[config.mk]
export PLATFORM = sky130hd
export DESIGN_NAME = input_conditioner
export DESIGN_NICKNAME = d
export VERILOG_FILES = /design/src/rtl/input_conditioner.sv
export SDC_FILE = /design/constraint.sdc
export NUM_CORES = 1
export LEC_CHECK = 0
export ABC_CLOCK_PERIOD_IN_PS = 2530
export CAP_MARGIN = 20
export CORE_ASPECT_RATIO = 0.6
export CORE_UTILIZATION = 55
export CTS_CLUSTER_DIAMETER = 40
export DETAILED_ROUTE_END_ITERATION = 8
export DONT_BUFFER_PORTS = 1
export HOLD_SLACK_MARGIN = 0.1
export PLACE_DENSITY = 0.81
export SYNTH_ARGS = -nofsm -noshare
export SYNTH_HDL_FRONTEND = slang
export SYNTH_SLANG_ARGS = --single-unit
[constraint.sdc]
create_clock -name Clk -period 2.53 [get_ports Clk]
set_clock_uncertainty 0.2 [all_clocks]
set_input_delay 0.1265 -clock Clk [delete_from_list [all_inputs] [get_ports Clk]]
set_output_delay 0.1265 -clock Clk [all_outputs]
set_load 0.01 [all_outputs]
[src/rtl/input_conditioner.sv]
// Conditions the raw board inputs for the multiplier: two-flop synchronizers,
// a debounce FSM per push button, press strobes and a run-frozen switch operand.
module input_conditioner #(
    parameter int DB_CYCLES = 16,
    parameter int SW_WIDTH  = 8
) (
    input  logic                Clk,
    input  logic                Reset,
    input  logic                Run_raw,
    input  logic                ClearA_LoadB_raw,
    input  logic [SW_WIDTH-1:0] SW_raw,
    output logic                Run,
    output logic                ClearA_LoadB,
    output logic [SW_WIDTH-1:0] S,
    output logic                Run_pulse,
    output logic                Clear_pulse
);

    localparam int NB = 2;
    localparam int CW = $clog2(DB_CYCLES + 1);
    localparam logic [CW-1:0] CNT_ZERO = {CW{1'b0}};
    localparam logic [CW-1:0] CNT_ONE  = CW'(1);
    // Last count value before acceptance; the accepting edge would make it DB_CYCLES.
    localparam logic [CW-1:0] CNT_LAST = CW'(DB_CYCLES - 1);

    typedef enum logic [1:0] {
        REL   = 2'd0,
        CHK_P = 2'd1,
        PRS   = 2'd2,
        CHK_R = 2'd3
    } db_state_t;

    // Button index 0 is Run, index 1 is ClearA_LoadB.
    logic [NB-1:0]       btn_raw_s;
    logic [NB-1:0]       btn_meta_r;
    logic [NB-1:0]       btn_sync_r;
    logic [SW_WIDTH-1:0] sw_meta_r;
    logic [SW_WIDTH-1:0] sw_sync_r;
    logic [SW_WIDTH-1:0] s_r;

    db_state_t           state_r [NB];
    db_state_t           state_s [NB];
    logic [CW-1:0]       count_r [NB];
    logic [CW-1:0]       count_s [NB];
    logic [NB-1:0]       level_r;
    logic [NB-1:0]       level_s;
    logic [NB-1:0]       pulse_r;
    logic [NB-1:0]       pulse_s;

    assign btn_raw_s = {ClearA_LoadB_raw, Run_raw};

    // Two-flop synchronizers; idle buttons read high, switches read zero.
    always_ff @(posedge Clk) begin
        if (!Reset) begin
            btn_meta_r <= {NB{1'b1}};
            btn_sync_r <= {NB{1'b1}};
            sw_meta_r  <= {SW_WIDTH{1'b0}};
            sw_sync_r  <= {SW_WIDTH{1'b0}};
        end else begin
            btn_meta_r <= btn_raw_s;
            btn_sync_r <= btn_meta_r;
            sw_meta_r  <= SW_raw;
            sw_sync_r  <= sw_meta_r;
        end
    end

    // Debounce next-state logic; a press strobe fires only on the accepting edge of a press.
    always_comb begin
        for (int i = 0; i < NB; i++) begin
            state_s[i] = state_r[i];
            count_s[i] = count_r[i];
            level_s[i] = level_r[i];
            pulse_s[i] = 1'b0;
            case (state_r[i])
                REL: begin
                    if (!btn_sync_r[i]) begin
                        state_s[i] = CHK_P;
                        count_s[i] = CNT_ONE;
                    end else begin
                        count_s[i] = CNT_ZERO;
                    end
                end
                CHK_P: begin
                    if (!btn_sync_r[i]) begin
                        if (count_r[i] == CNT_LAST) begin
                            state_s[i] = PRS;
                            count_s[i] = CNT_ZERO;
                            level_s[i] = 1'b0;
                            pulse_s[i] = 1'b1;
                        end else begin
                            count_s[i] = count_r[i] + CNT_ONE;
                        end
                    end else begin
                        state_s[i] = REL;
                        count_s[i] = CNT_ZERO;
                    end
                end
                PRS: begin
                    if (btn_sync_r[i]) begin
                        state_s[i] = CHK_R;
                        count_s[i] = CNT_ONE;
                    end else begin
                        count_s[i] = CNT_ZERO;
                    end
                end
                CHK_R: begin
                    if (btn_sync_r[i]) begin
                        if (count_r[i] == CNT_LAST) begin
                            state_s[i] = REL;
                            count_s[i] = CNT_ZERO;
                            level_s[i] = 1'b1;
                        end else begin
                            count_s[i] = count_r[i] + CNT_ONE;
                        end
                    end else begin
                        state_s[i] = PRS;
                        count_s[i] = CNT_ZERO;
                    end
                end
                default: begin
                    state_s[i] = REL;
                    count_s[i] = CNT_ZERO;
                    level_s[i] = 1'b1;
                end
            endcase
        end
    end

    // Debounce state, counters, levels and strobes.
    always_ff @(posedge Clk) begin
        if (!Reset) begin
            for (int i = 0; i < NB; i++) begin
                state_r[i] <= REL;
                count_r[i] <= CNT_ZERO;
            end
            level_r <= {NB{1'b1}};
            pulse_r <= {NB{1'b0}};
        end else begin
            for (int i = 0; i < NB; i++) begin
                state_r[i] <= state_s[i];
                count_r[i] <= count_s[i];
            end
            level_r <= level_s;
            pulse_r <= pulse_s;
        end
    end

    // Operand tracks the switches only while Run is released, using Run as registered before this edge.
    always_ff @(posedge Clk) begin
        if (!Reset) begin
            s_r <= {SW_WIDTH{1'b0}};
        end else if (level_r[0]) begin
            s_r <= sw_sync_r;
        end else begin
            s_r <= s_r;
        end
    end

    assign Run          = level_r[0];
    assign ClearA_LoadB = level_r[1];
    assign Run_pulse    = pulse_r[0];
    assign Clear_pulse  = pulse_r[1];
    assign S            = s_r;

endmodule

==> run metrics <==
status finished clean; H-tree depth 2; dpl ws 0.655 ns; critical path required time 2.52 ns; leak pwr 0.887 nW; Setup Total Neg Slack 0 ns; Die Height 46.6 um; Slew Limit Fails 0; # port buffers 0; vias in the first global route 1,138; setup ws final 0.637 ns; row count 15; All-Layer GR Usage 19.5%; post-route ant nets 0; final cell area excluding filler cells 2080 um2; clock sink count 46; Fill cells 216; DR WL/cell 13.5 um; Clk Latency, worst-skew pair 0.30 ns; first-iteration detailed-routing DRC count 63; Tmin final 1.89 ns; first-pass GRT wire length 5.05 mm; slew of the pin with the lowest slew margin 0.634 ns; Placed Instance Area 1830 um2; number of buffers created by CTS 5; drt via density 5.13; Syn Nets 200; grt ovf 0; Mapped Area 1830 um2; Synth Area in Adders 8.22%; Starting Density 60.8%; Resized Gates After CTS 0; Total Wirelength 3.14 mm; reg-to-reg slack, setup 0.64 ns; Setup crit start state_r[0][0]; Clock Path Buffers 2; Synth Area in Simple Gates 22.5%; pin count of the biggest net entering global routing 44; final hold vios 0; crit path max fanout 6; post-synth cell types 30; dpl hpwl 2.07 mm; Root Driver clkbuf_8; die width 76.4 um; Power Density 735 nW/um2; gp weighted congestion 0.745; num ports 24; ant diodes 0; die area 3560 um2; area delta synth->final 14.1%; register area share after synthesis 50.4%; Worst Hold Class register to register; Max Cap Viol 0; crit end category register; core footprint 3000 um2; largest family of logic cells by synthesized area simple AND/OR/NAND/NOR gates; RSZ-0062 raised after global routing no; Reg2Reg Depth 6; Synth Area in XOR/XNOR 1.92%; worst vdd rail ir drop 0.463 mV; element type at the critical path start register; share of the synthesized area in compound gates (AO/OA/AOI/OAI) 6.71%; part of the cycle the worst path needs 74.8%; nets 213; post-synthesis average cell area 10.4 um2; Slew HR 57.7%; Setup violations, final 0; CP Class register to register; drt pass-1 iters 4; Max Freq 0.528 GHz; CTS tree built; DR DRC count 0; number of synthesis warnings 0; R2R Path Start state_r[0][0]; WP data arrival 1.89 ns; synthesized flop and latch total 46; Vias 1,190; clock-pin slew on the worst setup and hold paths 0.09 ns; Cells after Synth 176; layout cells sized above 1 7.37%; initial antenna violation count 0; multiplexer area fraction after synthesis 6.58%
repair_timing:
item	CTS	global route
hold buffers	15	0
hold endpoints to repair	46	0
buffers inserted	0	0
logic make-up (layout without fill, tap and decap cells):
| kind of cell | after synthesis | in the layout |
|---|---|---|
| AO/OA/AOI/OAI | 20 | 20 |
| AND/OR/NAND/NOR | 67 | 67 |
| XOR/XNOR | 4 | 4 |
| adder cells (fa/ha/maj) | 12 | 12 |
| multiplexers | 12 | 12 |
| buffers and inverters | 15 | 29 |
| flip-flops | 46 | 46 |
Yosys cell counts:
library cell | count | area share (%)
nor3_2 | 2 | 1.1
nor3_1 | 1 | 0.27
nand3_1 | 4 | 1.1
o211a_1 | 2 | 1.1
dfxtp_1 | 46 | 50
or3b_4 | 2 | 1.2
xnor2_1 | 2 | 0.96
clkbuf_1 | 4 | 0.82
and2_1 | 16 | 5.5
o21ai_0 | 2 | 0.55
buf_4 | 2 | 0.82
o211ai_1 | 2 | 0.82
xor2_1 | 2 | 0.96
and4b_1 | 2 | 1.1
o31ai_1 | 2 | 0.82
or3b_1 | 2 | 0.96
nand3b_1 | 1 | 0.41
o21ai_1 | 4 | 1.1
nand2_1 | 10 | 2.1
and3_1 | 4 | 1.4
a31oi_1 | 2 | 0.68
a21oi_1 | 6 | 1.6
inv_1 | 6 | 1.2
nor2_1 | 6 | 1.2
ha_1 | 12 | 8.2
nor3b_2 | 1 | 0.68
buf_2 | 3 | 0.82
nand2b_1 | 6 | 2.1
nor2b_1 | 10 | 3.4
mux2i_1 | 12 | 6.6
per-layer routing:
layer,wire length [um],global-route usage (%)
met2,1620,37.7
met4,41,7.69
met3,102,6.93
met1,1380,20.2
met5,0,0
flip-flops by register name, indices dropped and copies added (netlist names), named ones only:
name and count:
count_r 10, S 8, sw_meta_r 8, sw_sync_r 8, btn_meta_r 2, btn_sync_r 2, level_r 2, pulse_r 2
state_r 2
how the worst min path moves through the flow:
stage | start | end | depth (start not counted)
detailed placement | Reset | btn_sync_r[0] | 1
finish | sw_meta_r[3] | sw_sync_r[3] | 1
global route | btn_meta_r[1] | btn_sync_r[1] | 1
CTS | sw_meta_r[7] | sw_sync_r[7] | 1
global placement | Reset | btn_meta_r[0] | 1
floorplan | Reset | btn_sync_r[0] | 1
report_power, final:
part / switching, mW / internal, mW
Sequential: 0.0438 / 0.772
Clock: 0.254 / 0.194
Combinational: 0.135 / 0.134
worst max-delay path, cell delays in order, from the launching register on:
cell and delay, ns:
dfxtp_1 0.45, inv_1 0.13, ha_1 0.32, or3b_1 0.35
o211a_1 0.14, a21oi_1 0.16, nor2_1 0.05
cells in the final DEF (no fill, tap or decap), drive strengths merged:
cell type and instances:
inv 6, dlygate4sd3 14, and3 4, o21ai 6
and4b 2, clkinv 2, xnor2 2, nand2 10
mux2i 12, nor2 6, o211a 2, a21oi 6
dfxtp 46, nand3b 1, a31oi 2, nand2b 6
nor3b 1, clkinvlp 1, clkbuf 5, nor2b 10
o31ai 2, o211ai 2, ha 12, xor2 2
nand3 4, or3b 4, and2 16, nor3 3
buf 1
final cells by class:
cell class	count	area [um2]	area share (%)
Tap cell	42	52.6	2.52
Timing Repair Buffer	15	160	7.68
Sequential cell	46	921	44.2
Inverter	6	22.5	1.08
Clock inverter	3	21.3	1.02
Multi-Input combinational cell	115	838	40.2
Clock buffer	5	68.8	3.30
stage by stage:
step | hold slack, ns | total power, mW | utilization (%) | std cells
3_5_place_dp | 0.00717 | 1.07 | 61.1 | 209
2_1_floorplan | -0.000460 | 1.02 | - | 176
5_1_grt | 0.246 | 1.62 | 69.4 | 232
4_1_cts | 0.238 | 1.53 | 69.4 | 232
3_3_place_gp | 0.00571 | 1.04 | 61.1 | 209
6_report | 0.238 | 1.53 | 69.4 | 232
Power figures use the tool's default switching activity.
